===== config.mk =====
export PLATFORM = sky130hd
export DESIGN_NAME = cpu7_lsu
export DESIGN_NICKNAME = d
export VERILOG_FILES = /design/src/rtl/cpu7_lsu.sv
export SDC_FILE = /design/constraint.sdc
export NUM_CORES = 1
export LEC_CHECK = 0
export CAP_MARGIN = 20
export CORE_UTILIZATION = 46
export DETAILED_ROUTE_END_ITERATION = 8
export MAX_ROUTING_LAYER = met4
export PLACE_DENSITY = 0.81
export SLEW_MARGIN = 20
export SYNTH_ARGS = -nofsm -noshare
export SYNTH_HDL_FRONTEND = slang
export SYNTH_SLANG_ARGS = --single-unit

===== constraint.sdc =====
create_clock -name clk -period 2.9 [get_ports clk]
set_input_delay 0.29 -clock clk [delete_from_list [all_inputs] [get_ports clk]]
set_output_delay 0.29 -clock clk [all_outputs]
set_load 0.01 [all_outputs]

===== src/rtl/cpu7_lsu.sv =====
// cpu7_lsu: MEM-stage load/store unit acting as a handshaked bus master.
// Generates byte-lane strobes, aligns and extends load data, stalls the
// pipeline across wait states and reports misalign / bus-error exceptions.
//
// state | meaning
// IDLE  | waiting for a MEM-stage request; alignment checked on accept
// BUSY  | bus transfer in flight (cancel flag set if flushed meanwhile)
// RESP  | one-cycle completion: doneM, optional bus-error exception
// FAULT | one-cycle completion of a misaligned access, no bus activity
module cpu7_lsu #(
  parameter int XLEN     = 32,
  parameter int ADDR_W   = 32,
  parameter int MAX_WAIT = 15
) (
  input  logic                clk,
  input  logic                reset,
  input  logic                reqM,
  input  logic                memwriteM,
  input  logic [1:0]          lswidthM,
  input  logic                loadsignextM,
  input  logic [ADDR_W-1:0]   addrM,
  input  logic [XLEN-1:0]     wdataM,
  input  logic                flushM,
  output logic                stallM,
  output logic                doneM,
  output logic [XLEN-1:0]     rdataM,
  output logic                excp_misalignM,
  output logic                excp_buserrM,
  output logic [ADDR_W-1:0]   excp_addrM,
  output logic                bus_req,
  output logic                bus_we,
  output logic [ADDR_W-1:0]   bus_addr,
  output logic [XLEN/8-1:0]   bus_be,
  output logic [XLEN-1:0]     bus_wdata,
  input  logic                bus_ack,
  input  logic                bus_err,
  input  logic [XLEN-1:0]     bus_rdata
);

  localparam int NB    = XLEN / 8;
  localparam int OFF_W = $clog2(NB);
  localparam int CNT_W = (MAX_WAIT > 0) ? $clog2(MAX_WAIT + 1) : 1;

  typedef enum logic [1:0] {IDLE, BUSY, RESP, FAULT} state_t;

  state_t            state;
  logic              cancel;
  logic [CNT_W-1:0]  cnt;
  logic              err_q;
  logic [XLEN-1:0]   rdata_q;
  logic [ADDR_W-1:0] addr_q;
  logic [OFF_W-1:0]  off_q;
  logic [1:0]        width_q;
  logic              sext_q;
  logic              bus_we_q;
  logic [ADDR_W-1:0] bus_addr_q;
  logic [NB-1:0]     bus_be_q;
  logic [XLEN-1:0]   bus_wdata_q;

  // Byte-lane mask of an access of the given width, right-justified.
  function automatic logic [NB-1:0] size_be(input logic [1:0] w);
    case (w)
      2'b00:   size_be = NB'(1);
      2'b01:   size_be = NB'(3);
      2'b10:   size_be = NB'(8'h0F);
      default: size_be = NB'(8'hFF);
    endcase
  endfunction

  // Expand a byte-lane mask into a bit mask.
  function automatic logic [XLEN-1:0] be_to_bits(input logic [NB-1:0] be);
    for (int i = 0; i < NB; i++) be_to_bits[8*i +: 8] = {8{be[i]}};
  endfunction

  logic              misalign;
  logic [OFF_W-1:0]  off;
  logic [NB-1:0]     be_sh;
  logic [XLEN-1:0]   wdata_sh;
  logic [ADDR_W-1:0] addr_al;
  logic [XLEN-1:0]   rsh;
  logic [XLEN-1:0]   lmask;
  logic              sbit;
  logic [XLEN-1:0]   load_val;
  logic              timeout;
  logic              bus_fail;
  logic              bus_done;

  assign off      = addrM[OFF_W-1:0];
  assign be_sh    = size_be(lswidthM) << off;
  assign wdata_sh = (wdataM & be_to_bits(size_be(lswidthM))) << {off, 3'b000};
  assign addr_al  = {addrM[ADDR_W-1:OFF_W], OFF_W'(0)};

  // Alignment check of the incoming request; doubleword is illegal on a 32-bit bus.
  always_comb begin
    misalign = 1'b0;
    case (lswidthM)
      2'b01:   misalign = addrM[0];
      2'b10:   misalign = |addrM[1:0];
      2'b11:   misalign = (XLEN == 32) || (|addrM[2:0]);
      default: misalign = 1'b0;
    endcase
  end

  assign rsh   = bus_rdata >> {off_q, 3'b000};
  assign lmask = be_to_bits(size_be(width_q));

  // Sign bit of the loaded item, chosen by the registered access width.
  always_comb begin
    sbit = 1'b0;
    case (width_q)
      2'b00:   sbit = rsh[7];
      2'b01:   sbit = rsh[15];
      2'b10:   sbit = rsh[31];
      default: sbit = rsh[XLEN-1];
    endcase
  end

  assign load_val = (rsh & lmask) | ((sext_q && sbit) ? ~lmask : '0);

  assign timeout  = (MAX_WAIT != 0) && (cnt == CNT_W'(MAX_WAIT)) && !bus_ack;
  assign bus_fail = bus_err || timeout;
  assign bus_done = bus_ack || bus_fail;

  // Main controller: accept/check, run the bus transfer, capture the result.
  always_ff @(posedge clk or negedge reset) begin
    if (!reset) begin
      state       <= IDLE;
      cancel      <= 1'b0;
      cnt         <= '0;
      err_q       <= 1'b0;
      rdata_q     <= '0;
      addr_q      <= '0;
      off_q       <= '0;
      width_q     <= 2'b00;
      sext_q      <= 1'b0;
      bus_we_q    <= 1'b0;
      bus_addr_q  <= '0;
      bus_be_q    <= '0;
      bus_wdata_q <= '0;
    end else begin
      case (state)
        IDLE: begin
          if (reqM && !flushM) begin
            addr_q <= addrM;
            err_q  <= 1'b0;
            if (misalign) begin
              state   <= FAULT;
              rdata_q <= '0;
            end else begin
              state       <= BUSY;
              cancel      <= 1'b0;
              cnt         <= '0;
              off_q       <= off;
              width_q     <= lswidthM;
              sext_q      <= loadsignextM;
              bus_we_q    <= memwriteM;
              bus_addr_q  <= addr_al;
              bus_be_q    <= be_sh;
              bus_wdata_q <= wdata_sh;
            end
          end
        end
        BUSY: begin
          if (flushM) cancel <= 1'b1;
          if (bus_done) begin
            bus_we_q    <= 1'b0;
            bus_addr_q  <= '0;
            bus_be_q    <= '0;
            bus_wdata_q <= '0;
            if (cancel || flushM) begin
              // Flushed instruction: transfer finished, result dropped silently.
              state  <= IDLE;
              cancel <= 1'b0;
            end else begin
              state   <= RESP;
              err_q   <= bus_fail;
              rdata_q <= (bus_fail || bus_we_q) ? '0 : load_val;
            end
          end else begin
            cnt <= cnt + 1'b1;
          end
        end
        default: state <= IDLE;
      endcase
    end
  end

  assign doneM          = ((state == RESP) || (state == FAULT)) && !flushM;
  assign excp_misalignM = (state == FAULT) && !flushM;
  assign excp_buserrM   = (state == RESP) && err_q && !flushM;
  assign excp_addrM     = (excp_misalignM || excp_buserrM) ? addr_q : '0;
  assign rdataM         = doneM ? rdata_q : '0;
  assign stallM         = reqM && !flushM && !doneM;

  assign bus_req   = (state == BUSY);
  assign bus_we    = bus_we_q;
  assign bus_addr  = bus_addr_q;
  assign bus_be    = bus_be_q;
  assign bus_wdata = bus_wdata_q;

endmodule


==> results.tsv <==
metric	value	unit
post_drt_wl_per_cell	18.7	um
post_cts_buffers	0	
grt_pass1_wl	33.4	mm
antenna_found_initial	0	
fin_tns_setup	0	ns
die_h	126	um
synth-seq-cells	144	
drcViolationCount	0	
endpoint_kind	flop	
syn_area	7080	sq um
gp_congestion	0.869	
holdWs	0.179	ns
finClkSkew	0.00909	ns
hold_path_class	input pin to flop	
max_cap_violations	0	
routed_wl	21.1	mm
drt_pass1_iterations	5	
cts_max_level	4	
avgViaCountPerCell	5.70	
ys_warn_count	0	
synthFlopType	dfrtp_1	
vias	6414	
cts_max_path_buffers	2	
seqCellArea	3600	sq um
post-dp-hpwl	14.6	mm
start_util	0.480	
worstSetupPathType	flop to flop	
p_leak	4.63	nW
grtUsageTotal	0.281	
first_iter_violations	552	
fill_cells	1135	
worstPathMaxFanout	28	
clockRootBuffer	clkbuf_16	
finalSetupViolations	0	
clock_latency	0.42	ns
grt_pass1_vias	6208	
cp_data_arrival_time	2.90	ns
overflow	0	
finalMaxSlewViolations	0	
ys_seq_area_frac	0.509	
max_freq	392	MHz
synth_cell_types	56	
core	14800	sq um
rsz0062_at_grt	no	
die_width	126	um
vdd_ir_drop_max	388	uV
cts_tree	done	
place.port_buffers	241	
status	complete, no violations	
fin_crit_sh	0.879	
worst_setup_path_start_kind	flop	
tightest_slew	0.869	ns
numCtsBuffers	17	
required	3.26	ns
fp.dieArea	15900	sq um
dp_cells	1093	
grt_max_degree	94	
fin_ws	0.352	ns
relSlewSlack	0.420	
drive_gt1_frac	0.0807	
path_clk_slew	0.06	ns
hold_viol	0	
syn_to_final_growth	46.0	%
final_nets	1036	
cts.sinks	144	
antenna-diode-count	0	
cts_resized	0	
synth_cells	699	
stdcell_count	1126	
avgSynthCellArea	10.1	sq um
multi_input_area	3220	sq um
async_flop_share	1.00	
synth_edf_count	0	
rows	44	
io_pins	244	
powerDensity	658	nW/um^2
period_needed	2.55	ns
place_ws	0.278	ns
ant_nets	0	
[placed cells by master (no fill, tap or decap), drive strengths merged, types with 3 or more instances in the layout]
master,count
a32o,12
nor2,7
bufinv,5
o21a,9
a211oi,17
o21ai,31
nand2b,3
nor3,3
buf,27
o211ai,8
a21oi,5
inv,7
nand2,151
o41ai,9
a22oi,8
a32oi,8
mux2i,18
a2bb2oi,7
nand3,18
dfrtp,144
clkbuf,21
a22o,51
a211o,8
clkinv,3
mux2,9
clkdlybuf4s50,238
nor2b,21
and2,65
[logic make-up (layout without fill, tap and decap cells)]
family	after synthesis	in the layout	synth area share
adders and majority gates	1	1	0.00177
muxes	27	27	0.0397
buffers and inverters	61	303	0.0390
DFF	144	144	0.509
xor gates and xnor gates	2	2	0.00247
AOI/OAI and AO/OA	185	185	0.218
and+or+nand+nor	278	278	0.190
other	1	2	0.000529
[cell usage after synthesis (9+ instances only)]
cell type / n / area share
nor2b_1: 21 / 0.019
o21ai_0: 30 / 0.021
a22o_1: 51 / 0.063
and2_1: 65 / 0.057
nand2_1: 151 / 0.080
o41ai_2: 9 / 0.021
o21a_1: 9 / 0.0095
nand3_1: 18 / 0.013
clkbuf_1: 32 / 0.017
dfrtp_1: 144 / 0.51
mux2i_1: 18 / 0.025
a211oi_1: 16 / 0.017
buf_2: 11 / 0.0078
a32o_1: 12 / 0.017
[layer usage]
metal | part of all wire | vias to the layer above | GRT usage
met5 | 0 | - | -
met4 | 0.028 | 0 | 0.116
met3 | 0.073 | 42 | 0.0718
met2 | 0.47 | 287 | 0.423
met1 | 0.43 | 3134 | 0.360
li1 | - | 2951 | -
[area by class of cell]
type / instances / area share
Inverter: 5 / 0.00181
Multi-Input combinational cell: 495 / 0.312
Timing Repair Buffer: 266 / 0.252
Clock inverter: 11 / 0.0195
Clock buffer: 21 / 0.0445
Tap cell: 184 / 0.0223
Sequential cell: 144 / 0.348
[power by group]
group / leakage, nW / switching [mW] / internal, mW
registers: 1.90 / 0.235 / 2.38
logic: 2.41 / 0.843 / 0.894
clock network: 0.319 / 0.873 / 1.58
total: 4.63 / 1.95 / 4.86
[flip-flops by register name (all words and copies together) (netlist names)]
register and flops:
addr_q 32, bus_addr 30, bus_be 4, bus_wdata 32, bus_we 1, cancel 1, cnt 4, err_q 1
off_q 2, rdata_q 32, sext_q 1, state 2, width_q 2
[critical path, cell delays in order (launching register included)]
cell	delay [ns]
dfrtp_1	0.42
ha_1	0.26
a311o_1	0.43
a21oi_4	0.70
buf_4	0.45
a22o_1	0.21
[stage by stage]
step / cell area (sq um) / power [mW] / util
3_5_place_dp: 9670 / 4.37 / 0.655
4_1_cts: 10300 / 6.84 / 0.701
2_1_floorplan: 7090 / 3.50 / -
3_3_place_gp: 9670 / 4.33 / 0.655
5_1_grt: 10300 / 7.12 / 0.701
6_report: 10300 / 6.81 / 0.701
[path summary, 6_finish.rpt]
kind                                end  slack [ns]  startpoint  cells past startpoint
max                        bus_addr[29]        0.35      cnt[0]                      5
min                            off_q[1]        0.18    addrM[1]                      3
max reg2reg                bus_addr[29]        0.35      cnt[0]                      5
min reg2reg                   addr_q[5]        0.47   addr_q[5]                      2
max in group asynchronous    addr_q[27]        1.57       reset                      3
min in group asynchronous   rdata_q[11]        0.53       reset                      2
[timing repair]
action,CTS,global route
endpoints found under the setup margin,0,0
hold buffers,1,0
endpoints found under the hold margin,26,0
Note: power is estimated with default switching activity, not from simulation.
